==> src/rtl/paddsb_seq_pkg.sv <==
// Shared constants and FSM encoding for the sub-word saturating adder.
package paddsb_seq_pkg;

  localparam int LANES  = 4;
  localparam int LANE_W = 4;
  localparam int DATA_W = LANES * LANE_W;
  localparam int CNT_W  = 2;

  localparam logic [CNT_W-1:0]  LAST_LANE = CNT_W'(LANES - 1);
  localparam logic [LANE_W-1:0] SAT_POS   = 4'h7;
  localparam logic [LANE_W-1:0] SAT_NEG   = 4'h8;

  // Unused code 2'b11 is steered back to IDLE by the next-state logic.
  typedef enum logic [1:0] {
    IDLE = 2'b00,
    CALC = 2'b01,
    DONE = 2'b10
  } state_t;

endpackage

==> src/rtl/paddsb_seq_sat_add_4bit.sv <==
// 4-bit ripple adder and the signed saturating lane adder built on it.

module add_4bit (
  input  logic [3:0] a,
  input  logic [3:0] b,
  input  logic       cin,
  output logic [3:0] sum,
  output logic       cout
);
  logic [4:0] w_c;

  assign w_c[0] = cin;

  // Plain full-adder ripple chain, LSB to MSB.
  for (genvar g = 0; g < 4; g++) begin : g_fa
    assign sum[g]     = a[g] ^ b[g] ^ w_c[g];
    assign w_c[g + 1] = (a[g] & b[g]) | (a[g] & w_c[g]) | (b[g] & w_c[g]);
  end

  assign cout = w_c[4];
endmodule

module sat_add_4bit
  import paddsb_seq_pkg::*;
(
  input  logic [LANE_W-1:0] a,
  input  logic [LANE_W-1:0] b,
  output logic [LANE_W-1:0] sum,
  output logic              ovf
);
  logic [LANE_W-1:0] w_raw;
  logic              w_cout;

  add_4bit u_add (
    .a    (a),
    .b    (b),
    .cin  (1'b0),
    .sum  (w_raw),
    .cout (w_cout)
  );

  // Signed overflow: operands share a sign and the result sign differs.
  // When that happens the carry-out equals the shared operand sign, so it
  // selects the clamp direction (cout=1 means both negative).
  always_comb begin
    ovf = (a[3] == b[3]) && (w_raw[3] != a[3]);
    sum = w_raw;
    if (ovf) begin
      sum = w_cout ? SAT_NEG : SAT_POS;
    end
  end
endmodule

==> src/rtl/paddsb_seq.sv <==
// Multi-cycle PADDSB: four independent signed 4-bit lanes, saturated,
// computed through one shared lane adder, lane 0 first.
//
// Handshake: start is sampled only while idle (busy=0); an accepted start
// latches A/B and raises busy on the next cycle. busy stays high through the
// one-cycle done pulse; Sum/ovf are valid on done and hold until the next
// accepted start. start while busy is dropped, not queued.
module paddsb_seq
  import paddsb_seq_pkg::*;
(
  input  logic              clk,
  input  logic              rst,
  input  logic              start,
  input  logic [DATA_W-1:0] A,
  input  logic [DATA_W-1:0] B,
  output logic              busy,
  output logic              done,
  output logic [DATA_W-1:0] Sum,
  output logic [LANES-1:0]  ovf,
  output state_t            dbg_state
);

  state_t             r_state;
  state_t             w_next_state;
  logic [CNT_W-1:0]   r_cnt;
  logic [DATA_W-1:0]  r_a;
  logic [DATA_W-1:0]  r_b;
  logic [DATA_W-1:0]  r_sum;
  logic [LANES-1:0]   r_ovf;
  logic [LANE_W-1:0]  w_lane_a;
  logic [LANE_W-1:0]  w_lane_b;
  logic [LANE_W-1:0]  w_lane_sum;
  logic               w_lane_ovf;

  // Lane mux: pick the operand nibbles selected by the lane counter.
  assign w_lane_a = r_a[r_cnt * LANE_W +: LANE_W];
  assign w_lane_b = r_b[r_cnt * LANE_W +: LANE_W];

  sat_add_4bit u_lane (
    .a   (w_lane_a),
    .b   (w_lane_b),
    .sum (w_lane_sum),
    .ovf (w_lane_ovf)
  );

  // State register.
  always_ff @(posedge clk) begin
    if (rst) begin
      r_state <= IDLE;
    end else begin
      r_state <= w_next_state;
    end
  end

  // Next-state logic.
  always_comb begin
    w_next_state = IDLE;
    case (r_state)
      IDLE:    w_next_state = start ? CALC : IDLE;
      CALC:    w_next_state = (r_cnt == LAST_LANE) ? DONE : CALC;
      DONE:    w_next_state = IDLE;
      default: w_next_state = IDLE;
    endcase
  end

  // Outputs decoded from the registered state.
  always_comb begin
    busy = 1'b0;
    done = 1'b0;
    case (r_state)
      CALC: busy = 1'b1;
      DONE: begin
        busy = 1'b1;
        done = 1'b1;
      end
      default: begin
        busy = 1'b0;
        done = 1'b0;
      end
    endcase
  end

  // Operand capture, lane counter and per-lane write-back.
  always_ff @(posedge clk) begin
    if (rst) begin
      r_cnt <= '0;
      r_a   <= '0;
      r_b   <= '0;
      r_sum <= '0;
      r_ovf <= '0;
    end else begin
      case (r_state)
        IDLE: begin
          if (start) begin
            r_a   <= A;
            r_b   <= B;
            r_cnt <= '0;
            r_sum <= '0;
            r_ovf <= '0;
          end
        end
        CALC: begin
          r_sum[r_cnt * LANE_W +: LANE_W] <= w_lane_sum;
          r_ovf[r_cnt]                    <= w_lane_ovf;
          r_cnt                           <= r_cnt + 1'b1;
        end
        default: begin
          r_cnt <= r_cnt;
        end
      endcase
    end
  end

  assign Sum       = r_sum;
  assign ovf       = r_ovf;
  assign dbg_state = r_state;

endmodule

==> config.mk <==
export PLATFORM = sky130hd
export DESIGN_NAME = paddsb_seq
export DESIGN_NICKNAME = d
export VERILOG_FILES = /design/src/rtl/paddsb_seq_pkg.sv /design/src/rtl/paddsb_seq_sat_add_4bit.sv /design/src/rtl/paddsb_seq.sv
export SDC_FILE = /design/constraint.sdc
export NUM_CORES = 1
export LEC_CHECK = 0
export CORE_ASPECT_RATIO = 1.2
export CORE_MARGIN = 1.5
export CORE_UTILIZATION = 47
export CTS_BUF_LIST = sky130_fd_sc_hd__clkbuf_4 sky130_fd_sc_hd__clkbuf_8
export DETAILED_ROUTE_END_ITERATION = 10
export PLACE_DENSITY = 0.87
export RECOVER_POWER = 50
export SLEW_MARGIN = 40
export SYNTH_ARGS = -nofsm -noshare
export SYNTH_HDL_FRONTEND = slang
export SYNTH_SLANG_ARGS = --single-unit
==> constraint.sdc <==
create_clock -name clk -period 9.74 [get_ports clk]
set_clock_uncertainty 0.05 [all_clocks]
set_input_delay 0.974 -clock clk [delete_from_list [all_inputs] [get_ports clk]]
set_output_delay 0.974 -clock clk [all_outputs]
set_load 0.02 [all_outputs]
==> results.md <==
* Status: complete, but fails checks
* Failing checks: capacitance limit, slew limit
* Post-DP HPWL at 3941 um
* Psw at 116.3 uW
* IO Pins at 59
* Register area share after synthesis at 0.4516
* HP Start: r_b[9]
* Vias in the first global route at 1,986
* Finished layout cell area at 3181 um2
* Arrival time worst endpoint at 3.80 ns
* Area grow syn2layout at 28.12%
* Share of post-route cells with drive strength above 1 at 0.06647
* Fin nets at 378
* FF-to-FF path depth at 11
* Max incr delay on CP at 0.64 ns
* Hold_buf cts at 0
* Dpl cells at 383
* Top cells by area, synth: dfxtp_1 (45%), nand2_1 (11%), a21oi_1 (7.7%), mux4_2 (6.4%), ha_1 (4.5%)
* DR iter-0 viols at 75
* Post-route DRC at 0
* #FFs+latches synth at 56
* TritonCTS buffer count at 5
* Int Pwr at 338.5 uW
* Tightest Pin Transition at 2.135 ns
* Clk Latency, worst-skew pair at 0.30 ns
* CP Data Required Time at 9.90 ns
* Post-synth ARST share at 0
* Number of antenna violations at the first check in global routing at 0
* Pleak at 1.187 nW
* Most used standard cell by instance count after synthesis: nand2_1
* Sw frac at 0.2557
* Gp weighted congestion at 0.8696
* Port Buffer Count at 58
* Post-Syn Area per Cell at 8.897 um2
* Total power draw at 454.9 uW
* Die H at 82.61 um
* Multi-input logic area at 1251 um2
* Flop pwr share at 0.539
* Clock root cell: clkbuf_8
* Clock group share of total power at 0.291
* Gr usage total at 0.1941
* Synth warn at 0
* Critical Path Source Type: register
* CTS tree: yes
* Fmax at 274.1 MHz
* Core footprint at 5010 um2
* Fin crit period at 3.648 ns
* Critical path buffer and inverter count at 2
* Clk slew on worst S/H paths at 0.09 ns
* Setup violators final at 0
* Reg2reg end: Sum[12]
* IR drop worst, VDD at 0.09358 mV
* Primary FF master, synth: dfxtp_1
* Setup WS post-layout at 6.092 ns
* Crit Path Max Fanout at 12
* RR Startpoint: r_cnt[1]
* Max Cap Violations at 1
* Global-route wire length before repair at 8921 um
* Fin cells at 391
* Sink Count at 56
* Register area at 1122 um2
* Setup TNS at 0 ns
* # fillers at 415
* Post-synth top cells: nand2_1 (73), dfxtp_1 (56), a21oi_1 (38), inv_1 (16), nor2_1 (13)
* Cell Chain, Critical Path: mux4_2, ha_1, inv_1, fa_1, fa_1, inv_1, fa_1, xnor2_2, nor2_2, mux2_2, a32o_1
* Cell variety after synth at 31
* Placement Cell Area at 3083 um2
* Die area at 5728 um2
* Net count after synthesis at 327
* Diodes inserted at 0
* Tcrit/Tclk final at 0.3745
* Crit Path Class: register to register
* Via count at 2,087
* Worst Hold Endpoint: r_b[9]
* Gate power share at 0.170
* Clk buf depth at 2
* H-tree depth at 2
* Number of synthesized flops with an enable pin at 0
* Post-CTS resize count at 0
* Die width at 69.34 um
* Dominant cell type by area after synthesis: dfxtp_1
* Routed vias/inst at 5.338
* RSZ-0062 raised after global routing: no
* Worst path depth at 11
* Most frequent CP cell: fa_1
* Final hold vios at 0
* DR WL/cell at 13.43 um
* Buffer count from post-CTS setup fixing at 0
* Post-Route WL at 5252 um
* Initial Utilization at 0.4955
* Hold crit path type: register to register
* CP Capture Type: register
* PD cells at 143.0 nW/um2
* Worst slew margin at -0.4234
* CP top delay family: adder cells
* Grt ovf at 0
* Post-Syn Instances at 279
* Share of the synthesized area in the top cell type at 0.4516
* R2r setup slk at 6.09 ns
* Slowest CP cell: dfxtp_1
* # rows at 28
* Total iterations of the first detailed-routing run at 4
* Routed Antenna Nets at 0
* Post-Syn Area at 2482 um2
* Slew Viols, Final at 53
* Worst hold stages at 2
* Largest net degree at the start of global routing at 53
* Post-Place Worst Slack at 5.836 ns
-- cell usage in the layout, fill, tap and decap left out, types with 2 or more instances in the layout --
| cell type | count |
|---|---|
| a21oi_1 | 38 |
| a22o_1 | 6 |
| a22oi_1 | 4 |
| a31oi_1 | 3 |
| a32o_1 | 3 |
| a32oi_1 | 2 |
| clkbuf_4 | 2 |
| clkbuf_8 | 6 |
| clkdlybuf4s50_1 | 53 |
| dfxtp_1 | 55 |
| dlygate4sd3_1 | 4 |
| fa_1 | 4 |
| ha_1 | 9 |
| inv_1 | 16 |
| mux2_2 | 2 |
| mux2i_1 | 2 |
| mux4_2 | 7 |
| nand2_1 | 72 |
| nand2b_1 | 3 |
| nand3_1 | 2 |
| nor2_1 | 13 |
| nor2b_1 | 3 |
| nor3_1 | 6 |
| o21ai_0 | 3 |
| or4_1 | 2 |
-- final cells by class --
| cell class | instances | share of cell area |
|---|---|---|
| Tap cell | 60 | 0.02360 |
| Clock buffer | 8 | 0.03068 |
| Inverter | 16 | 0.01888 |
| Timing Repair Buffer | 58 | 0.1806 |
| Multi-Input combinational cell | 193 | 0.3934 |
| Sequential cell | 56 | 0.3529 |
-- sequential cells by signal (all words and copies together) (netlist names) --
name	flops
r_cnt	2
r_b	16
r_a	16
dbg_state	2
ovf	4
Sum	16
-- worst max path at each step --
stage	startpoint	endpoint	slack, ns
3_3_place_gp	r_cnt[0]	Sum[12]	5.94
2_1_floorplan	r_cnt[0]	Sum[12]	5.94
3_5_place_dp	r_cnt[0]	Sum[12]	5.84
6_report	r_cnt[1]	Sum[12]	6.09
4_1_cts	r_cnt[0]	Sum[12]	5.83
5_1_grt	r_cnt[1]	Sum[12]	5.91
-- power groups by stage --
stage          Sequential (mW)  Clock (mW)  Combinational, mW
3_5_place_dp             0.251           0             0.0772
5_1_grt                  0.247       0.143             0.0861
4_1_cts                  0.245       0.134             0.0776
6_report                 0.245       0.132             0.0773
3_3_place_gp             0.250           0             0.0751
2_1_floorplan            0.249           0             0.0503
-- per-stage QoR --
stage               utilization  hold slack (ns)
floorplan                     -           0.3815
global placement         0.6146           0.3899
detailed placement       0.6154           0.3974
CTS                      0.6349           0.4102
global route             0.6349           0.4328
finish                   0.6349           0.4085
-- cells by family after synthesis --
family | share of synthesized area
and+or+nand+nor | 0.1825
adders and majority gates | 0.07762
xor gates and xnor gates | 0.006554
buffers and inverters | 0.04587
muxes | 0.09123
AOI/OAI and AO/OA | 0.1447
DFF | 0.4516
-- layer usage --
layer  share of wire  vias to the layer above  GRT usage
li1                -                     1047          -
met1            0.43                      979     0.2345
met2            0.52                       52     0.3433
met3           0.028                        9    0.02670
met4           0.018                        0    0.09804
met5               0                        -          0
-- worst register-to-register path: stages (launching register included) --
cell and delay (ns):
dfxtp_1 0.64, mux4_2 0.30, ha_1 0.14, inv_1 0.04, fa_1 0.37, fa_1 0.41, inv_1 0.09, fa_1 0.45
xnor2_2 0.17, nor2_2 0.25, mux2_2 0.40, a32o_1 0.26
(Power assumes the default switching activity.)
